$ cat config.mk
export PLATFORM = sky130hd
export DESIGN_NAME = hazard_ctrl
export DESIGN_NICKNAME = d
export VERILOG_FILES = /design/src/rtl/hazard_ctrl.sv
export SDC_FILE = /design/constraint.sdc
export NUM_CORES = 1
export LEC_CHECK = 0
export ABC_AREA = 1
export CAP_MARGIN = 10
export CORE_UTILIZATION = 35
export CTS_CLUSTER_DIAMETER = 80
export CTS_CLUSTER_SIZE = 8
export DETAILED_ROUTE_END_ITERATION = 10
export PLACE_DENSITY_LB_ADDON = 0.12
export SYNTH_ARGS = -nofsm -noshare
export SYNTH_HDL_FRONTEND = slang
export SYNTH_SLANG_ARGS = --single-unit
$ cat constraint.sdc
create_clock -name clk -period 3.3 [get_ports clk]
set_input_delay 0.33 -clock clk [delete_from_list [all_inputs] [get_ports clk]]
set_output_delay 0.33 -clock clk [all_outputs]
set_load 0.01 [all_outputs]
$ cat src/rtl/hazard_ctrl.sv
// Pipeline sequencing controller for the 5-stage core: load-use stalls,
// MEM-resolved redirects, data-memory freezes and saturating event counters.
module hazard_ctrl #(
    parameter int CNT_W = 16
) (
    input  logic             clk,
    input  logic             rst,
    input  logic [4:0]       id_rs,
    input  logic [4:0]       id_rt,
    input  logic             id_uses_rt,
    input  logic             ex_MemRead,
    input  logic [4:0]       ex_rt,
    input  logic             mem_redirect,
    input  logic             mem_busy,
    output logic             pc_write,
    output logic             if_id_write,
    output logic             if_id_flush,
    output logic             id_ex_flush,
    output logic             ex_mem_flush,
    output logic             pipe_hold,
    output logic [CNT_W-1:0] stall_count,
    output logic [CNT_W-1:0] flush_count
);

    typedef enum logic [1:0] {
        RUN    = 2'd0,
        LU     = 2'd1,
        FREEZE = 2'd2
    } state_t;

    state_t state, state_nx;

    logic lu;
    logic sel_busy;
    logic sel_redir;
    logic sel_lu;
    logic stall_inc;
    logic flush_inc;

    assign lu = ex_MemRead && (ex_rt != 5'd0) &&
                ((ex_rt == id_rs) || (id_uses_rt && (ex_rt == id_rt)));

    // Mutually exclusive selects encode the fixed priority rst > busy > redirect > lu
    assign sel_busy  = !rst && mem_busy;
    assign sel_redir = !rst && !mem_busy && mem_redirect;
    assign sel_lu    = !rst && !mem_busy && !mem_redirect && lu && (state != LU);

    always_comb begin
        pc_write     = 1'b1;
        if_id_write  = 1'b1;
        if_id_flush  = 1'b0;
        id_ex_flush  = 1'b0;
        ex_mem_flush = 1'b0;
        pipe_hold    = 1'b0;
        state_nx     = RUN;
        stall_inc    = 1'b0;
        flush_inc    = 1'b0;
        unique case (1'b1)
            rst: begin
                pc_write     = 1'b0;
                if_id_write  = 1'b0;
                if_id_flush  = 1'b1;
                id_ex_flush  = 1'b1;
                ex_mem_flush = 1'b1;
            end
            sel_busy: begin
                pc_write    = 1'b0;
                if_id_write = 1'b0;
                pipe_hold   = 1'b1;
                state_nx    = FREEZE;
                stall_inc   = 1'b1;
            end
            sel_redir: begin
                if_id_write  = 1'b0;
                if_id_flush  = 1'b1;
                id_ex_flush  = 1'b1;
                ex_mem_flush = 1'b1;
                flush_inc    = 1'b1;
            end
            sel_lu: begin
                pc_write    = 1'b0;
                if_id_write = 1'b0;
                id_ex_flush = 1'b1;
                state_nx    = LU;
                stall_inc   = 1'b1;
            end
            default: ;
        endcase
    end

    always_ff @(posedge clk) begin
        if (rst) begin
            state       <= RUN;
            stall_count <= '0;
            flush_count <= '0;
        end else begin
            state <= state_nx;
            if (stall_inc && (stall_count != '1))
                stall_count <= stall_count + CNT_W'(1);
            if (flush_inc && (flush_count != '1))
                flush_count <= flush_count + CNT_W'(1);
        end
    end

endmodule

==> results.yml, run 1 <==
worst_setup_path:
  critPathLaunchType: "input port"
  critical_path.reg2reg.endpoint: "flush_count[12]$_SDFFE_PP0P_"
  worstPathRequired_ns: 2.97
  worst_r2r_path_depth: 7
  crit_type: "input port to output pin"
  r2r_setup_slack_ns: 1.50
  cp_data_arrival_time_ns: 2.20
  cp_max_fo: 9
  beginning_of_the_worst_register_to_register_path: "flush_count[0]$_SDFFE_PP0P_"
  crit_path_end_kind: "output pin"
  cp-startpoint: "rst"
timing:
  worstMarginPinSlew_ns: 0.5484
  final-hold-violation-count: 0
  fmaxAchievable_mhz: 395.7
  final-max-slew-violation-count: 0
  final_setup_violation_count: 0
  min_hold_slack_ns: 0.5272
  timing.slew.headroom: 0.6316
  layout_worst_path_cycle_share: 0.7659
  grt_setup_unrepaired: "false"
  finalClockSkew_ns: 0.004946
  final.setup.tns_ns: 0
  post-route-min-period_ns: 2.527
power_and_ir_drop:
  p_switching_mw: 0.2051
  seq_power_share: 0.512
  cellPowerDensity_nw_per_um2: 285.3
  p_leak_nw: 1.256
  power.share.switching: 0.2513
  part_of_the_total_power_dissipated_in_the_clock_network: 0.359
  comb_power_share: 0.129
  power.ir.vdd_worst_mv: 0.1295
  internal_power_mw: 0.6110
synth:
  synth-compound-area-share: 0.08746
  muxShareOfSynthArea: 0
  post_synth_inst_count: 333
  ys_async_sr_fraction: 0
  synth.yosys.warnings: 0
  syn_nets: 356
  ys_seq_elements: 34
  synth_area_per_cell_um2: 6.530
  synth_top_family_by_area: "simple AND/OR/NAND/NOR gates"
  yosys.area_share.simple: 0.4419
  seq_total_area_yosys: 0.3130
  synth_edf_count: 0
  mappedNetlistArea_um2: 2175
  post_synth_fa_ha_maj_area_fraction: 0.01151
  synth-xor-area-share: 0.02014
  synth_cell_types: 35
  yosys_most_used_dff: "sky130_fd_sc_hd__dfxtp_1"
clocking:
  ctsHoldBuffers: 0
  clk_path_buf_depth: 2
  tritoncts.num_buffers: 5
  post_cts_resize_count: 0
  clk_latency_ns: 0.28
  cts_post_setup_buffers_inserted: 0
  cts_htree_levels: 2
  clock_tree_from_tritoncts: "yes"
  root_buffer: "sky130_fd_sc_hd__clkbuf_8"
  cts.reportedPaths.clkPinSlew_ns: 0.07
  clock-sinks: 34
hold_path:
  critical_hold_path_startpoint: "flush_count[6]$_SDFFE_PP0P_"
  hold-path-cell-count: 2
  hold-path-endpoint: "flush_count[6]$_SDFFE_PP0P_"
  hp-class: "flip-flop to flip-flop"
routing:
  route.final.wire_length_um: 5192
  post-route-drc-count: 0
  via_per_inst: 4.708
  initialDrtViolationCount: 131
  ant_nets: 0
  route.detailed.wl_per_inst_um: 11.17
  via_count: 2189
  drt_pass1_iterations: 4
global_route:
  grt_pass1_vias: 1931
  grt_start_max_net_pins: 32
  grt.total_usage: 0.1673
  grt-ovfl-total: 0
  wire_length_of_the_first_global_routing_pass_um: 8673
  antenna_found_initial: 0
die:
  initial_core_util: 0.3651
  coreArea_um2: 5956
  die_x_um: 80.83
  die_h_um: 80.83
  fp.dieArea_um2: 6533
  total_number_of_placement_rows: 28
  top_level_pins: 59
status:
  run_status: "complete, no violations"
placement:
  post-place-cells: 458
  routabilityCongestion: 0.8173
  port_buffers: 58
  dpl_hpwl_um: 3807
run:
  timing.max_cap.violations: 0
final_layout:
  drive_above_1_share: 0.09487
  layout.core_utilization: 0.4803
  finalNetCount: 413
  layout-area-overhead-vs-synth_pct: 31.53
  num_antenna_cells: 0
  layout.cells.non_filler: 465
[power by group through the flow]
stage          combinational (mW)  clock, mW  sequential [mW]
2_1_floorplan              0.0590          0            0.428
3_3_place_gp                0.105          0            0.428
3_5_place_dp                0.106          0            0.428
4_1_cts                     0.107      0.306            0.418
5_1_grt                     0.118      0.321            0.418
6_report                    0.105      0.293            0.418
[metrics by stage]
step | instance area, µm² | total power [mW] | setup WS, ns
floorplan | 2175 | 0.4873 | 1.744
global placement | 2784 | 0.5328 | 0.8031
detailed placement | 2784 | 0.5337 | 0.7425
CTS | 2860 | 0.8305 | 0.7367
global route | 2860 | 0.8572 | 0.6437
finish | 2860 | 0.8161 | 0.7726
[layout by cell type (no fill, tap or decap), types with 2 or more instances in the layout]
cell type / count
sky130_fd_sc_hd__clkdlybuf4s50_1: 58
sky130_fd_sc_hd__and3_1: 2
sky130_fd_sc_hd__nand3_1: 25
sky130_fd_sc_hd__nor2_1: 42
sky130_fd_sc_hd__nor3_1: 8
sky130_fd_sc_hd__nor3_4: 2
sky130_fd_sc_hd__ha_1: 2
sky130_fd_sc_hd__inv_1: 50
sky130_fd_sc_hd__inv_2: 2
sky130_fd_sc_hd__o21ai_0: 4
sky130_fd_sc_hd__clkbuf_8: 5
sky130_fd_sc_hd__nand3_2: 4
sky130_fd_sc_hd__nand2_1: 85
sky130_fd_sc_hd__nor2_4: 2
sky130_fd_sc_hd__xor2_1: 3
sky130_fd_sc_hd__nand4_1: 6
sky130_fd_sc_hd__nor3_2: 2
sky130_fd_sc_hd__a21oi_2: 4
sky130_fd_sc_hd__a21oi_1: 22
sky130_fd_sc_hd__dfxtp_1: 34
sky130_fd_sc_hd__nand2_2: 6
sky130_fd_sc_hd__clkbuf_1: 2
sky130_fd_sc_hd__and2_1: 2
sky130_fd_sc_hd__o21ai_1: 5
sky130_fd_sc_hd__xnor2_1: 2
sky130_fd_sc_hd__nor2_2: 3
[layout make-up]
class,count,area [µm²]
fill,630,3095
multi-input combinational,237,1220
sequential,34,680.7
timing repair buffer,59,588.1
inverter,53,201.4
tap,75,93.84
clock buffer,7,76.32
[routing by layer]
| metal | GRT usage | wire [µm] |
|---|---|---|
| met1 | 0.2270 | 2561 |
| met4 | 0.04286 | 48 |
| met3 | 0.03820 | 227 |
| met5 | 0 | 0 |
| met2 | 0.2655 | 2354 |
[kinds of logic (layout without fill, tap and decap cells)]
logic type      Yosys count  count (layout)
simple gates            195             195
buf+inv                  62             119
compound gates           35              35
flops                    34              34
xor+xnor                  5               5
fa+ha+maj                 2               2
[cell usage after synthesis (2+ instances only)]
cell type                 count  area share
sky130_fd_sc_hd__nand2_1     85        0.15
sky130_fd_sc_hd__inv_1       50       0.086
sky130_fd_sc_hd__nor2_1      42       0.072
sky130_fd_sc_hd__dfxtp_1     34        0.31
sky130_fd_sc_hd__nand3_1     25       0.058
sky130_fd_sc_hd__a21oi_1     22       0.051
sky130_fd_sc_hd__nor3_1       8       0.018
sky130_fd_sc_hd__nand2_2      6       0.017
sky130_fd_sc_hd__nand4_1      6       0.017
sky130_fd_sc_hd__buf_4        5       0.017
sky130_fd_sc_hd__o21ai_1      5       0.012
sky130_fd_sc_hd__a21oi_2      4       0.016
sky130_fd_sc_hd__nand3_2      4       0.018
sky130_fd_sc_hd__o21ai_0      4      0.0092
sky130_fd_sc_hd__nor2_2       3      0.0086
sky130_fd_sc_hd__xor2_1       3       0.012
sky130_fd_sc_hd__and2_1       2      0.0058
sky130_fd_sc_hd__and3_1       2      0.0058
sky130_fd_sc_hd__ha_1         2       0.012
sky130_fd_sc_hd__inv_2        2      0.0035
sky130_fd_sc_hd__nor2_4       2       0.010
sky130_fd_sc_hd__nor3_2       2      0.0092
sky130_fd_sc_hd__nor3_4       2       0.015
sky130_fd_sc_hd__xnor2_1      2      0.0081
[worst max-delay path by stage]
stage / endpoint / slack, ns / depth (start not counted)
4_1_cts: if_id_write / 0.74 / 8
3_5_place_dp: if_id_write / 0.74 / 8
5_1_grt: if_id_write / 0.64 / 8
2_1_floorplan: stall_count[6]$_SDFFE_PP0P_ / 1.74 / 9
3_3_place_gp: if_id_write / 0.80 / 8
6_report: if_id_write / 0.77 / 8
[worst max-delay path, cell delays in order]
cell	delay (ns)
sky130_fd_sc_hd__clkdlybuf4s50_1	0.75
sky130_fd_sc_hd__nor2_2	0.09
sky130_fd_sc_hd__nand4_1	0.10
sky130_fd_sc_hd__nor2_1	0.05
sky130_fd_sc_hd__nand2_1	0.14
sky130_fd_sc_hd__nand2_1	0.09
sky130_fd_sc_hd__nor2_1	0.10
sky130_fd_sc_hd__clkdlybuf4s50_1	0.54
[state kept, by name, summed over array words and instances (netlist names)]
| name | flops |
|---|---|
| flush_count | 16 |
| stall_count | 16 |
| state | 2 |
Power figures use the tool's default switching activity.
==> run 2, diff against run 1 <==
==> constraint.sdc (replaced) <==
create_clock -name clk -period 2.1 [get_ports clk]
set_input_delay 0.21 -clock clk [delete_from_list [all_inputs] [get_ports clk]]
set_output_delay 0.21 -clock clk [all_outputs]
set_load 0.01 [all_outputs]
==> results.yml, run 2 (synthesis gave the netlist of run 1 again) <==
die:
  fp.dieArea_um2: 6533
  die_h_um: 80.83
  initial_core_util: 0.3651
  coreArea_um2: 5956
  top_level_pins: 59
  total_number_of_placement_rows: 28
  die_x_um: 80.83
clocking:
  cts.reportedPaths.clkPinSlew_ns: 0.07
  cts_htree_levels: 2
  ctsHoldBuffers: 0
  root_buffer: "sky130_fd_sc_hd__clkbuf_8"
  clock-sinks: 34
  tritoncts.num_buffers: 5
  clk_path_buf_depth: 2
  clk_latency_ns: 0.28
  cts_post_setup_buffers_inserted: 0
  clock_tree_from_tritoncts: "yes"
routing:
  post-route-drc-count: 0
  via_per_inst: 4.624
  via_count: 2187
  drt_pass1_iterations: 4
  route.final.wire_length_um: 5034
  ant_nets: 0
  initialDrtViolationCount: 88
  route.detailed.wl_per_inst_um: 10.64
worst_setup_path:
  worst_path_largest_cell_delay_ns: 0.54
  worstPathRequired_ns: 1.89
  crit_path_end_kind: "output pin"
  critPathBufInv: 4
  cp_data_arrival_time_ns: 1.70
  cpMaxStageDelayCell: "sky130_fd_sc_hd__clkdlybuf4s50_1"
  cp_max_fo: 3
  critPathLaunchType: "input port"
  cp_top_family: "buffers and inverters"
  beginning_of_the_worst_register_to_register_path: "flush_count[0]$_SDFFE_PP0P_"
  cp-startpoint: "mem_busy"
  crit_type: "input port to output pin"
  crit_path_cell_trace: "clkdlybuf4s50_1 -> nor2_2 -> inv_1 -> nor2_2 -> inv_1 -> nand2_1 -> clkdlybuf4s50_1"
timing:
  layout_worst_path_cycle_share: 0.9077
  finalClockSkew_ns: 0.008699
  final_setup_violation_count: 0
  setup_ws_ns: 0.1939
  post-route-min-period_ns: 1.906
  final-max-slew-violation-count: 0
  final-hold-violation-count: 0
  final.setup.tns_ns: 0
  timing.slew.headroom: 0.8060
  worstMarginPinSlew_ns: 0.2888
  min_hold_slack_ns: 0.5251
  grt_setup_unrepaired: "false"
  fmaxAchievable_mhz: 524.6
power_and_ir_drop:
  power.ir.vdd_worst_mv: 0.2758
  cellPowerDensity_nw_per_um2: 480.4
  p_leak_nw: 1.357
  post-layout-total-power_mw: 1.426
placement:
  place_area_um2: 2849
  port_buffers: 58
  post-place-cells: 465
  routabilityCongestion: 0.7975
  placement.setup.worst_slack_ns: -0.09989
  dpl_hpwl_um: 3823
final_layout:
  final_common_cell: "sky130_fd_sc_hd__nand2_1"
  layout.cells.non_filler: 473
  layout-area-overhead-vs-synth_pct: 36.48
  finalNetCount: 420
  drive_above_1_share: 0.1156
  num_antenna_cells: 0
  largestRegisters: "flush_count x16, stall_count x16, state x2"
  layout.core_utilization: 0.4983
  layout_common_cells: "85 x sky130_fd_sc_hd__nand2_1, 52 x sky130_fd_sc_hd__clkdlybuf4s50_1, 50 x sky130_fd_sc_hd__inv_1"
  final_area_um2: 2968
global_route:
  grt.total_usage: 0.1626
  grt-ovfl-total: 0
  grt_start_max_net_pins: 19
  wire_length_of_the_first_global_routing_pass_um: 8404
  grt_pass1_vias: 1945
  antenna_found_initial: 0
status:
  run_status: "complete, no violations"
run:
  timing.max_cap.violations: 0
hold_path:
  critical_hold_path_startpoint: "flush_count[6]$_SDFFE_PP0P_"
  hp-class: "flip-flop to flip-flop"
-- run 2: cell count changes in the layout (fill, tap and decap cells not counted), sizes merged --
| cell | previous run | this run |
|---|---|---|
| bufinv | 0 | 1 |
| buf | 1 | 8 |
| clkdlybuf4s50 | 58 | 52 |
| dlygate4sd2 | 0 | 2 |
| dlymetal6s2s | 0 | 4 |
-- run 2: area by class of cell --
type,instances,area [µm²]
Fill cell,638,2988
Multi-Input combinational cell,237,1225
Sequential cell,34,680.7
Timing Repair Buffer,66,660.6
Inverter,53,201.4
Tap cell,75,93.84
Clock buffer,7,76.32
Clock inverter,1,30.03
-- run 2: routing by layer --
layer | GRT usage | routed length [µm] | vias to the layer above
li1 | - | - | 1168
met1 | 0.2129 | 2548 | 977
met4 | 0.05357 | 45 | 0
met3 | 0.03708 | 187 | 4
met2 | 0.2622 | 2252 | 38
met5 | 0 | 0 | -
-- run 2: worst paths after layout --
| check | endpoint | slack (ns) | cells past startpoint |
|---|---|---|---|
| worst max-delay path | ex_mem_flush | 0.19 | 7 |
| worst min-delay path | flush_count[6]$_SDFFE_PP0P_ | 0.53 | 2 |
| worst max register to register | flush_count[10]$_SDFFE_PP0P_ | 0.36 | 9 |
| worst min register to register | flush_count[6]$_SDFFE_PP0P_ | 0.53 | 2 |
-- run 2: worst min-delay path: stages (launching register included) --
cell and delay [ns]:
sky130_fd_sc_hd__dfxtp_1 0.33, sky130_fd_sc_hd__inv_1 0.09, sky130_fd_sc_hd__a21oi_1 0.06
-- run 2: what timing repair did --
item	CTS	global route
hold endpoints to repair	0	0
pin swaps	0	0
gates resized for setup	2	5
setup endpoints to repair	2	1
cloned	0	0
-- run 2: power by group --
group          switching (mW)  internal, mW  leakage [nW]
clock                   0.239         0.355        0.0524
combinational          0.0868        0.0873          1.03
sequential            0.00645         0.651         0.275
total                   0.333          1.09          1.36
==> RTL change, RTL diff (flow settings as in run 2) <==
Change the parameter `CNT_W` from 16 to 12.
--- a/src/rtl/hazard_ctrl.sv
+++ b/src/rtl/hazard_ctrl.sv
@@ -2,5 +2,5 @@
 // MEM-resolved redirects, data-memory freezes and saturating event counters.
 module hazard_ctrl #(
-    parameter int CNT_W = 16
+    parameter int CNT_W = 12
 ) (
     input  logic             clk,
Interface: changed (resized flush_count and stall_count); port bits go from 59 to 51. The function was not compared with the original's and may differ.
==> RTL change against run 2 <==
Routed wire length down 20%; worst setup slack worse by 0.070 ns; final area decreased by 20%; critical path type unchanged; core utilization about the same; first-iteration DRC count decreased by 22%; power decreased by 23%; largest power group unchanged; area after synthesis down 19%; sequential cell count is 8 lower; clock power down 27%.
==> RTL change: results (changes against run 2) <==
[yosys]
synth_common_cells=nand2_1, inv_1, nor2_1
synthTopCellsByArea=dfxtp_1, nand2_1, inv_1
netlist-cell-type-count=31  ; -11%
syn_nets=292  ; -18%
ys_warn_count=0  ; unchanged
yosysSeqAreaShare=0.297  ; -0.0163
avgSynthCellArea_sq_um=6.52  ; -0.14%

[global_routing]
grt_max_degree=25  ; +6
grt_first_pass_wirelength_mm=6.60  ; -21%
grt_util_all_layers=0.160  ; -0.00265

[worst_setup_path]
reg2reg_to=stall_count[4]
r2r_setup_slack_ns=0.53  ; +0.17 ns
r2r-start=stall_count[0]
cp_data_arrival_time_ns=1.77  ; +0.07 ns
crit_fanout=10  ; +7

[final_layout]
drive_above_1_share=0.131  ; +0.0153
reg.largest.list=flush_count (12), stall_count (12), state (2)
fin_nets=345  ; -18%

[routing]
via_per_inst=4.46  ; -3.5%
drtIter0Drc=69  ; -22%
vias=1731  ; -21%

[pwr]
swShare=0.241  ; +0.00814
leakage_nw=1.11  ; -19%
ir_worst_vdd_v=0.000292  ; +5.9%

[sta]
relSlewSlack=0.797  ; -0.00890
clock-skew-final_ns=0.00155  ; -0.00715 ns

[placement]
pre_cts_ws_ns=-0.0707  ; +0.0292 ns
place_area_sq_um=2300  ; -19%
hpwl_mm=3.01  ; -21%
io_buffers=50  ; -14%
gp_congestion=0.829  ; +4.0%

[run_status]
status=completed

[clocking]
cts_buffers=3  ; -2

## RTL change: cell types whose count changed after synthesis, sizes merged, moves of 4 or more
| cell | change |
|---|---|
| o21ai | -5 |
| dfxtp | -8 |
| a21oi | -5 |
| nand4 | -4 |
| nand2 | -11 |
| nor3 | -4 |
| inv | -11 |
| nand3 | -5 |
| nor2 | -8 |
## RTL change: worst reg2reg max path: cells and delay by family (launching register included)
family,cells,cell delay [ns]
buffers and inverters,1,0.09
AND/OR/NAND/NOR,6,0.62
adder cells (fa/ha/maj),1,0.20
AO/OA/AOI/OAI,1,0.14
flip-flops,1,0.44
## RTL change: kinds of logic (layout without fill, tap and decap cells)
kind of cell,count (synthesis),count (layout),share of synthesized area
and+or+nand+nor,159,159,0.432
AOI/OAI and AO/OA,26,26,0.0927
xor gates and xnor gates,7,7,0.0350
buffers and inverters,49,101,0.130
DFF,26,26,0.297
adders and majority gates,2,2,0.0143
## RTL change: cell type report
cell class	count	area [sq um]
Multi-Input combinational cell	194	1010
Inverter	43	161
Fill cell	500	2400
Clock buffer	3	41.3
Sequential cell	26	520
Tap cell	67	83.8
Clock inverter	1	30.0
Timing Repair Buffer	54	536
## RTL change: worst min-delay path by stage
stage / startpoint / endpoint / slack, ns
CTS: flush_count[11] / flush_count[11] / 0.50
finish: flush_count[11] / flush_count[11] / 0.50
floorplan: mem_busy / state[1] / 0.33
global route: flush_count[11] / flush_count[11] / 0.51
detailed placement: flush_count[11] / flush_count[11] / 0.48
global placement: flush_count[11] / flush_count[11] / 0.48
## RTL change: power by group through the flow
stage / registers (mW) / logic (mW) / clock network (mW)
after floorplan: 0.518 / 0.0876 / 0
final: 0.505 / 0.163 / 0.434
after global placement: 0.517 / 0.165 / 0
after global routing: 0.507 / 0.182 / 0.464
after detailed placement: 0.517 / 0.165 / 0
after CTS: 0.505 / 0.164 / 0.443
## RTL change: timing repair
| action | in CTS | in global routing |
|---|---|---|
| gates resized for setup | 2 | 4 |
| pin swaps | 0 | 0 |
| setup endpoints to repair | 2 | 2 |
## RTL change: layer usage
layer  up-vias  GRT usage  wire [um]
met5         -          0          0
met4         0     0.0588         55
met3         4     0.0304        237
met2        42      0.245       1570
met1       744      0.223       2150
li1        941          -          -
